==> src/rtl/render_pkg.sv <==
// Shared definitions for the renderer frame-buffer write path.
// Holds the 3D-region screen window, the cylinder-region correction,
// frame-buffer geometry, the writer FSM state type and the RGB packer.
package render_pkg;

  localparam int unsigned START_X       = 340;
  localparam int unsigned START_Y       = 390;
  localparam int unsigned END_X         = 684;
  localparam int unsigned END_Y         = 765;
  localparam int unsigned REGION_DIVIDE = 530;
  localparam int unsigned CYL_SHIFT     = 2;

  localparam int unsigned FB_WIDTH = END_X - START_X;
  localparam int unsigned FB_DEPTH = 129000;

  localparam int unsigned PIX_IN_W  = 24;
  localparam int unsigned PIX_OUT_W = 12;
  localparam int unsigned HCOUNT_W  = 11;
  localparam int unsigned VCOUNT_W  = 10;

  typedef enum logic [1:0] {
    IDLE    = 2'd0,
    CAPTURE = 2'd1,
    DRAIN   = 2'd2
  } fb_state_t;

  // RGB888 -> RGB444 keeping the top nibble of each channel.
  function automatic logic [PIX_OUT_W-1:0] pack_rgb444(input logic [PIX_IN_W-1:0] d);
    return {d[23:20], d[15:12], d[7:4]};
  endfunction

endpackage

==> src/rtl/fb_addr_calc.sv <==
// Two-stage pixel-to-frame-buffer address pipeline.
// Stage 1: range check, cylinder column shift, row-offset multiply, packing.
// Stage 2: column + row offset sum, drives the BRAM write port.
// Ports:
//   clk, rst            clock, async active-high reset
//   valid_in            a beat is present on hcount_in/vcount_in/data_in
//   hcount_in/vcount_in screen coordinates of the beat
//   data_in             RGB888 pixel
//   addr_out/data_out   frame-buffer write address / packed pixel (held between writes)
//   we_out              write enable, high for beats that were kept
//   range_err_out       one-cycle pulse for a beat outside the 3D region
module fb_addr_calc #(
  parameter int unsigned START_X       = render_pkg::START_X,
  parameter int unsigned START_Y       = render_pkg::START_Y,
  parameter int unsigned END_X         = render_pkg::END_X,
  parameter int unsigned END_Y         = render_pkg::END_Y,
  parameter int unsigned REGION_DIVIDE = render_pkg::REGION_DIVIDE,
  parameter int unsigned CYL_SHIFT     = render_pkg::CYL_SHIFT,
  parameter int unsigned ADDR_W        = 17
) (
  input  logic              clk,
  input  logic              rst,
  input  logic              valid_in,
  input  logic [10:0]       hcount_in,
  input  logic [9:0]        vcount_in,
  input  logic [23:0]       data_in,
  output logic [ADDR_W-1:0] addr_out,
  output logic [11:0]       data_out,
  output logic              we_out,
  output logic              range_err_out
);
  import render_pkg::*;

  localparam int unsigned ROW_PITCH = END_X - START_X;

  logic              in_range_c;
  logic              keep_c;
  logic [11:0]       shift_c;
  logic [11:0]       col_c;      // two's complement column, bit 11 = negative
  logic [ADDR_W-1:0] row_off_c;

  logic              s1_keep;
  logic [10:0]       s1_col;
  logic [ADDR_W-1:0] s1_row_off;
  logic [11:0]       s1_pix;

  // Stage-1 combinational: window check, column correction, row offset.
  always_comb begin
    in_range_c = (hcount_in >= 11'(START_X)) && (hcount_in < 11'(END_X)) &&
                 (vcount_in >= 10'(START_Y)) && (vcount_in < 10'(END_Y));
    shift_c    = (vcount_in < 10'(REGION_DIVIDE)) ? 12'(CYL_SHIFT) : 12'd0;
    col_c      = 12'(hcount_in) - 12'(START_X) - shift_c;
    // Negative columns come from renderer skew and are dropped without error.
    keep_c     = valid_in && in_range_c && !col_c[11];
    row_off_c  = ADDR_W'(vcount_in - 10'(START_Y)) * ADDR_W'(ROW_PITCH);
  end

  // Stage 1 registers.
  always_ff @(posedge clk or posedge rst) begin
    if (rst) begin
      s1_keep       <= 1'b0;
      s1_col        <= '0;
      s1_row_off    <= '0;
      s1_pix        <= '0;
      range_err_out <= 1'b0;
    end else begin
      s1_keep       <= keep_c;
      s1_col        <= col_c[10:0];
      s1_row_off    <= row_off_c;
      s1_pix        <= pack_rgb444(data_in);
      range_err_out <= valid_in && !in_range_c;
    end
  end

  // Stage 2: address sum onto the write port; address/data hold when idle.
  always_ff @(posedge clk or posedge rst) begin
    if (rst) begin
      addr_out <= '0;
      data_out <= '0;
      we_out   <= 1'b0;
    end else begin
      we_out <= s1_keep;
      if (s1_keep) begin
        addr_out <= ADDR_W'(s1_col) + s1_row_off;
        data_out <= s1_pix;
      end
    end
  end

endmodule

==> src/rtl/render_fb_writer.sv <==
// Consumer end of the renderer pixel stream: captures one armed frame of
// beats, maps them into the frame buffer and reports frame completion.
// Ports:
//   clk_in, rst_in              pixel clock, async active-high reset
//   pixel_axis_tdata/tvalid     RGB888 beat and its valid
//   pixel_axis_tready           high while capturing a frame
//   hcount_in, vcount_in        screen coordinates of the current beat
//   frame_start_in              pulse that arms one frame (ignored unless idle)
//   fb_addr_out/data_out/we_out frame-buffer BRAM write port
//   busy_out                    capturing or draining
//   frame_done_out              pulse once the last write of the frame is out
//   write_count_out             writes issued in the last completed frame
//   range_err_out               sticky out-of-region flag, cleared by reset
module render_fb_writer #(
  parameter int unsigned START_X       = render_pkg::START_X,
  parameter int unsigned START_Y       = render_pkg::START_Y,
  parameter int unsigned END_X         = render_pkg::END_X,
  parameter int unsigned END_Y         = render_pkg::END_Y,
  parameter int unsigned REGION_DIVIDE = render_pkg::REGION_DIVIDE,
  parameter int unsigned CYL_SHIFT     = render_pkg::CYL_SHIFT,
  parameter int unsigned ADDR_W        = 17
) (
  input  logic              clk_in,
  input  logic              rst_in,
  input  logic [23:0]       pixel_axis_tdata,
  input  logic              pixel_axis_tvalid,
  output logic              pixel_axis_tready,
  input  logic [10:0]       hcount_in,
  input  logic [9:0]        vcount_in,
  input  logic              frame_start_in,
  output logic [ADDR_W-1:0] fb_addr_out,
  output logic [11:0]       fb_data_out,
  output logic              fb_we_out,
  output logic              busy_out,
  output logic              frame_done_out,
  output logic [ADDR_W-1:0] write_count_out,
  output logic              range_err_out
);
  import render_pkg::*;

  localparam logic [ADDR_W-1:0] COUNT_MAX = '1;
  localparam logic [1:0]        DRAIN_LAST = 2'd2;

  fb_state_t         state;
  fb_state_t         next_state;
  logic [1:0]        drain_cnt;
  logic [1:0]        drain_cnt_next;
  logic              done_next;
  logic              clear_count_c;
  logic              accept_c;
  logic              last_c;

  logic              beat_valid;
  logic [10:0]       beat_h;
  logic [9:0]        beat_v;
  logic [23:0]       beat_data;

  logic [ADDR_W-1:0] write_cnt;
  logic [ADDR_W-1:0] write_cnt_next;
  logic              calc_err;

  assign accept_c = pixel_axis_tvalid && pixel_axis_tready;
  assign last_c   = (hcount_in == 11'(END_X - 1)) && (vcount_in == 10'(END_Y - 1));

  // Next-state logic; DRAIN lets the final beat clear the pipeline.
  always_comb begin
    next_state     = state;
    drain_cnt_next = drain_cnt;
    done_next      = 1'b0;
    clear_count_c  = 1'b0;
    case (state)
      IDLE: begin
        if (frame_start_in) begin
          next_state    = CAPTURE;
          clear_count_c = 1'b1;
        end
      end
      CAPTURE: begin
        if (accept_c && last_c) begin
          next_state     = DRAIN;
          drain_cnt_next = 2'd0;
        end
      end
      DRAIN: begin
        if (drain_cnt == DRAIN_LAST) begin
          next_state = IDLE;
          done_next  = 1'b1;
        end else begin
          drain_cnt_next = drain_cnt + 2'd1;
        end
      end
      default: next_state = IDLE;
    endcase
  end

  // Saturating count of issued writes.
  always_comb begin
    write_cnt_next = write_cnt;
    if (clear_count_c) begin
      write_cnt_next = '0;
    end else if (fb_we_out && (write_cnt != COUNT_MAX)) begin
      write_cnt_next = write_cnt + ADDR_W'(1);
    end
  end

  // State, status outputs and counters.
  always_ff @(posedge clk_in or posedge rst_in) begin
    if (rst_in) begin
      state             <= IDLE;
      drain_cnt         <= 2'd0;
      pixel_axis_tready <= 1'b0;
      busy_out          <= 1'b0;
      frame_done_out    <= 1'b0;
      write_cnt         <= '0;
      write_count_out   <= '0;
      range_err_out     <= 1'b0;
    end else begin
      state             <= next_state;
      drain_cnt         <= drain_cnt_next;
      pixel_axis_tready <= (next_state == CAPTURE);
      busy_out          <= (next_state != IDLE);
      frame_done_out    <= done_next;
      write_cnt         <= write_cnt_next;
      if (done_next) begin
        write_count_out <= write_cnt_next;
      end
      range_err_out     <= range_err_out | calc_err;
    end
  end

  // Accepted beat register feeding the address pipeline.
  always_ff @(posedge clk_in or posedge rst_in) begin
    if (rst_in) begin
      beat_valid <= 1'b0;
      beat_h     <= '0;
      beat_v     <= '0;
      beat_data  <= '0;
    end else begin
      beat_valid <= accept_c;
      if (accept_c) begin
        beat_h    <= hcount_in;
        beat_v    <= vcount_in;
        beat_data <= pixel_axis_tdata;
      end
    end
  end

  fb_addr_calc #(
    .START_X       (START_X),
    .START_Y       (START_Y),
    .END_X         (END_X),
    .END_Y         (END_Y),
    .REGION_DIVIDE (REGION_DIVIDE),
    .CYL_SHIFT     (CYL_SHIFT),
    .ADDR_W        (ADDR_W)
  ) u_addr_calc (
    .clk           (clk_in),
    .rst           (rst_in),
    .valid_in      (beat_valid),
    .hcount_in     (beat_h),
    .vcount_in     (beat_v),
    .data_in       (beat_data),
    .addr_out      (fb_addr_out),
    .data_out      (fb_data_out),
    .we_out        (fb_we_out),
    .range_err_out (calc_err)
  );

endmodule

==> config.mk <==
export PLATFORM = sky130hd
export DESIGN_NAME = render_fb_writer
export DESIGN_NICKNAME = d
export VERILOG_FILES = /design/src/rtl/render_pkg.sv /design/src/rtl/fb_addr_calc.sv /design/src/rtl/render_fb_writer.sv
export SDC_FILE = /design/constraint.sdc
export NUM_CORES = 1
export LEC_CHECK = 0
export ABC_AREA = 1
export CORE_MARGIN = 3
export CORE_UTILIZATION = 35
export CTS_CLUSTER_SIZE = 24
export DETAILED_ROUTE_END_ITERATION = 7
export GPL_TIMING_DRIVEN = 0
export PLACE_DENSITY = 0.6
export SLEW_MARGIN = 20
export SYNTH_ARGS = -nofsm -noshare
export SYNTH_HDL_FRONTEND = slang
export SYNTH_SLANG_ARGS = --single-unit
==> constraint.sdc <==
create_clock -name clk_in -period 5.4 [get_ports clk_in]
set_clock_uncertainty 0.2 [all_clocks]
set_input_delay 1.08 -clock clk_in [delete_from_list [all_inputs] [get_ports clk_in]]
set_output_delay 1.08 -clock clk_in [all_outputs]
set_load 0.1 [all_outputs]
======== Word level (Yosys, flattened, before mapping) ========
Cells that the tools add are included.
storage, ports and cells
  register bits ........................... 157
  input port bits ......................... 49
  output and inout port bits .............. 51
  word-level logic and storage cells ...... 72
operators by class
  add/sub/neg operators ................... 6
  multiply operators ...................... 1
  order comparisons ....................... 5
  equality and inequality tests ........... 9
  multiplexer cells ....................... 14
  bitwise operators ....................... 1
  reduce and logical (&&, ||, !) cells .... 16
operators with widths
  cell                                                                count
  2-to-1 mux 17 bit                                                   2
  < comparator 10 bit, second input constant                          2
  adder 11 x 17 -> 17 bit                                             1
  adder 17 x 1 -> 17 bit, second input constant                       1
  multiplier 17 x 6 -> 14 bit, second input constant                  1
  != test 17 bit, second input constant                               1
  2-to-1 mux 2 bit                                                    6
  subtractor 11 x 9 -> 12 bit, second input constant                  1
  subtractor 12 bit                                                   1
  == test 11 x 10 -> 1 bit, second input constant                     1
  greater-or-equal comparator 11 x 9 -> 1 bit, second input constant  1
  < comparator 11 x 10 -> 1 bit, second input constant                1
  subtractor 10 x 9 -> 11 bit, second input constant                  1
  == test 10 bit, second input constant                               1
  greater-or-equal comparator 10 x 9 -> 1 bit, second input constant  1
  logical AND 1 bit                                                   10
  one-hot mux 2 bit (3 select lines)                                  1
  == test 2 x 1 -> 1 bit, second input constant                       2
  == test 2 bit, second input constant                                2
  2-to-1 mux 1 bit                                                    4
  != test 2 bit, second input constant                                2
  one-hot mux 2 bit (2 select lines)                                  1
  nonzero test 2 bit                                                  2
  AND reduction 3 bit                                                 1
  other kinds (4)                                                     5

======== Longest topological paths before layout ========
  depth in word-level cells ............... 6
  depth in mapped cells ................... 21
  mapped depth without buffers ............ 21

======== Cells and area by module ========
A second synthesis with hierarchy kept.
unflattened totals
  cells, all modules ...................... 1,037
  area, all modules ....................... 8,629.5 sq um
by module, submodules not included
  module            times used  cells an instance  area an instance (sq um)  seq. area each (sq um)
  fb_addr_calc      1           586                4,805.9                   1,726.7
  render_fb_writer  1           451                3,823.7                   2,202.1

======== Worst setup path after synthesis ========
Ideal clock, no wire load.
  path type ............................... flip-flop to flip-flop
  start ................................... register beat_v[1]
  end ..................................... register u_addr_calc.s1_row_off[16]
  setup time .............................. 0.117 ns
  arrival time ............................ 3.414 ns
  required time ........................... 5.083 ns
  slack ................................... 1.669 ns
  cell stages (with the launch flop) ...... 18
  path buffers ............................ 0
  period minus slack after synthesis ...... 3.731 ns
  cells stage by stage .................... dfrtp_1 > ha_1 > inv_1 > nand2_1 > xor2_1 > ha_1 > fa_1 > inv_1 > fa_1 > inv_1 > ha_1 > nand2_1 > o21ai_0 > nand2_1 > nand3_1 > inv_1 > nand2_1 > nand2_1
between the ends
  word-level cells in the longest chain between the ends .. 2
RTL lines
  what                           line                     RTL
  from (decl)                    render_fb_writer.sv:55   logic [9:0] beat_v;
  from (signal assigned)         render_fb_writer.sv:142  beat_v <= vcount_in;
  subtractor 10 x 9 -> 11 bit    fb_addr_calc.sv:55       row_off_c = ADDR_W'(vcount_in - 10'(START_Y)) * ADDR_W'(ROW_PITCH);
  multiplier 17 x 6 -> 14 bit    fb_addr_calc.sv:55
  net u_addr_calc.row_off_c[16]  fb_addr_calc.sv:40       logic [ADDR_W-1:0] row_off_c;
  to (signal assigned)           fb_addr_calc.sv:69       s1_row_off <= row_off_c;
  to (decl)                      fb_addr_calc.sv:44       logic [ADDR_W-1:0] s1_row_off;
The timed path passes the listed nets, and every way through them passes these cells.
A chain may end at the register's enable or synchronous reset.

======== Worst setup path after layout ========
Ends and elaborated chain as after synthesis.

==> out/metrics.csv <==
stage,metric,value,unit
worst_setup_path,worstPathRequired,5.48,ns
place,place.gp.congestion,0.867,
worst_setup_path,crit_path_start_kind,flop,
hold_path,hp-start,u_addr_calc.s1_keep$_DFF_PP0_,
cells_and_area,drive_gt1_share,5.19,%
worst_setup_path,crit_fanout,5,
global_route,antenna_found_initial,0,
synthesis,synth_area_leaders,"dfrtp_1, nand2_1, ha_1",
worst_setup_path,r2r_end,u_addr_calc.s1_row_off[16]$_DFF_PP0_,
timing,period_share,78.4,%
floorplanning,core_area,21900,sq um
synthesis,synthesis.area,7840,sq um
cells_and_area,area_delta_synth_final,23.0,%
timing,fin_ws,1.17,ns
floorplanning,die_h,156,microns
timing,clock.fmax,236,MHz
clock_tree,htree_levels,4,
worst_setup_path,reg2reg_slack,1.17,ns
place,dpl_cell_area,9100,sq um
synthesis,ys_warn_count,0,
worst_setup_path,cpPeakStageDelay,0.54,ns
worst_setup_path,r2r_cells,17,
global_route,track_usage,14.3,%
place,portBuffers,87,
timing,finalHoldViolations,0,
place,dp_cells,1289,
clock_tree,clock_latency,0.41,ns
synthesis,netlist.area_leader.share,46.3,%
global_route,grt_pass1_vias,5861,
timing,setup_viol,0,
floorplanning,start_util,35.8,%
worst_setup_path,critPathCaptureType,flop,
synthesis,synth.yosys.seq_area_share,46.3,%
floorplanning,die_x,156,microns
floorplanning,floorplan.die_area,24200,sq um
hold_path,hold_path.class,reg -> reg,
floorplanning,rows,54,
worst_setup_path,criticalPathCategory,reg -> reg,
routing,first_pass_iters,4,
power_and_ir_drop,leakage,4.90,nW
timing,rsz0062_at_grt,false,
synthesis,ys_types,36,
cells_and_area,most-common-layout-cells,"nand2_1, dfrtp_1, inv_1",
outcome,status,"finished, final reports clean",
timing,min_period,4.23,ns
cells_and_area,nets,1153,
synthesis,async_reset_ff_share,100,%
routing,wl_per_cell,12.8,microns
clock_tree,cts_tree,done,
cells_and_area,stdcell_count,1320,
timing,tightest_slew,1.02,ns
power_and_ir_drop,power,5.96,mW
routing,drtIter0Drc,333,
synthesis,synth.avg_cell_area,8.52,sq um
synthesis,ys_ff_latch,145,
global_route,grt_pass1_wl,28200,microns
clock_tree,cts_resized,0,
synthesis,synth_nets,1046,
worst_setup_path,crit_path_cell_trace,ha_1 -> inv_1 -> nand2_1 -> xor2_1 -> ha_1 -> fa_1 -> inv_1 -> fa_1 -> inv_1 -> ha_1 -> nand2_1 -> nor3_1 -> nand3_1 -> nand3_1 -> inv_1 -> nand2_1 -> nand2_1,
floorplanning,pin_count,100,
clock_tree,root_buffer,clkbuf_16,
synthesis,ys.flop_type,dfrtp_1,
timing,slew_headroom,31.7,%
global_route,grt_max_degree,107,
cells_and_area,final_area,9650,sq um
worst_setup_path,worstPathArrival,4.32,ns
clock_tree,cts_setup_buffers,0,
hold_path,whs_endpoint,u_addr_calc.we_out$_DFF_PP0_,
routing,drc_errors,0,
global_route,grt_overflow,0,
worst_setup_path,r2r_start,beat_v[1]$_DFFE_PP0P_,
routing,vias_per_cell,4.52,
clock_tree,clkTransAtPathRegs,0.06,ns
worst_setup_path,cp_slowest_cell,fa_1,
clock_tree,hold_buffers,0,
hold_path,holdPathStages,0,
clock_tree,numCtsBuffers,17,
synthesis,synth_cells,921,
timing,fin_hold_ws,0.170,ns
clock_tree,clock_path_buffers,2,
cells_and_area,final_common_cell,nand2_1,
cells_and_area,antennaDiodeCount,0,
run,max_cap_violations,0,
routing,num_vias,5966,
place,pre_cts_ws,1.17,ns
clock_tree,clock_sinks,145,
synthesis,yosysTopAreaCell,dfrtp_1,
routing,finalWirelength,16900,microns
cells_and_area,fin_util,44.1,%
timing,slew_violations,0,
power_and_ir_drop,ir_drop,0.245,mV
routing,ant_nets,0,
place,dp_hpwl,13100,microns
synthesis,synth_edf_count,0,
power_and_ir_drop,powerDensity,618,nW/um^2
timing,tns,0,ns
-- metal layers --
metal  up-vias  global-route usage (%)  routed length, microns
met1      2715                    21.2                    8990
met5         -                       0                       0
met4         0                    4.38                     163
met2       118                    21.5                    7250
met3        10                    2.52                     522
li1       3123                       -                       -
-- layout make-up --
| type | count | area [sq um] |
|---|---|---|
| tap | 280 | 350 |
| multi-input combinational | 624 | 3640 |
| sequential | 145 | 3630 |
| buffer | 16 | 62.6 |
| clock inverter | 9 | 85.1 |
| inverter | 136 | 522 |
| timing repair buffer | 88 | 898 |
| fill | 2161 | 12200 |
| clock buffer | 22 | 464 |
-- power by group --
part | switching [mW] | internal [mW]
clock | 0.435 | 0.654
sequential | 0.160 | 1.37
combinational | 2.24 | 1.10
total | 2.84 | 3.12
-- critical path, delay by kind of cell (launching register included) --
family | cells | cell delay [ns]
xor+xnor | 1 | 0.37
flops | 1 | 0.43
fa+ha+maj | 5 | 2.02
simple gates | 7 | 0.79
buf+inv | 4 | 0.29
-- synth_stat cells, drive strengths merged (5+ instances only) --
cell      n
inv     135
nor2     57
fa       17
nand4    15
a21o      5
ha       59
nand2   287
nor3     13
dfrtp   145
o21ai    46
xor2     18
clkbuf   12
a31oi     5
nand3    51
a21oi    25
xnor2    11
-- worst max path at each step --
stage | startpoint | to | slack, ns | cells past startpoint
after floorplan | rst_in | beat_data[12]$_DFFE_PP0P_ | 0.23 | 1
after global placement | rst_in | beat_v[7]$_DFFE_PP0P_ | -1.78 | 2
after detailed placement | beat_v[1]$_DFFE_PP0P_ | u_addr_calc.s1_row_off[16]$_DFF_PP0_ | 1.17 | 17
after CTS | beat_v[1]$_DFFE_PP0P_ | u_addr_calc.s1_row_off[16]$_DFF_PP0_ | 1.16 | 17
after global routing | beat_v[1]$_DFFE_PP0P_ | u_addr_calc.s1_row_off[16]$_DFF_PP0_ | 0.83 | 17
final | beat_v[1]$_DFFE_PP0P_ | u_addr_calc.s1_row_off[16]$_DFF_PP0_ | 1.17 | 17
-- logic make-up (layout without fill, tap and decap cells) --
family,after synthesis,after routing,synth area share [%]
compound gates,90,90,6.37
simple gates,429,429,22.9
flops,145,145,46.3
fa+ha+maj,76,76,13.8
xor+xnor,29,29,3.33
buf+inv,152,271,7.35
-- flip-flops by register name (all words and copies together), names as in the netlist --
register / count
busy_out: 1
beat_valid: 1
beat_h: 11
beat_v: 10
u_addr_calc.s1_pix: 12
u_addr_calc.range_err_out: 1
u_addr_calc.data_out: 12
frame_done_out: 1
state: 2
u_addr_calc.addr_out: 17
u_addr_calc.we_out: 1
beat_data: 12
pixel_axis_tready: 1
u_addr_calc.s1_keep: 1
write_cnt: 17
drain_cnt: 2
u_addr_calc.s1_col: 11
u_addr_calc.s1_row_off: 14
write_count_out: 17
range_err_out: 1
(Power assumes the default switching activity.)
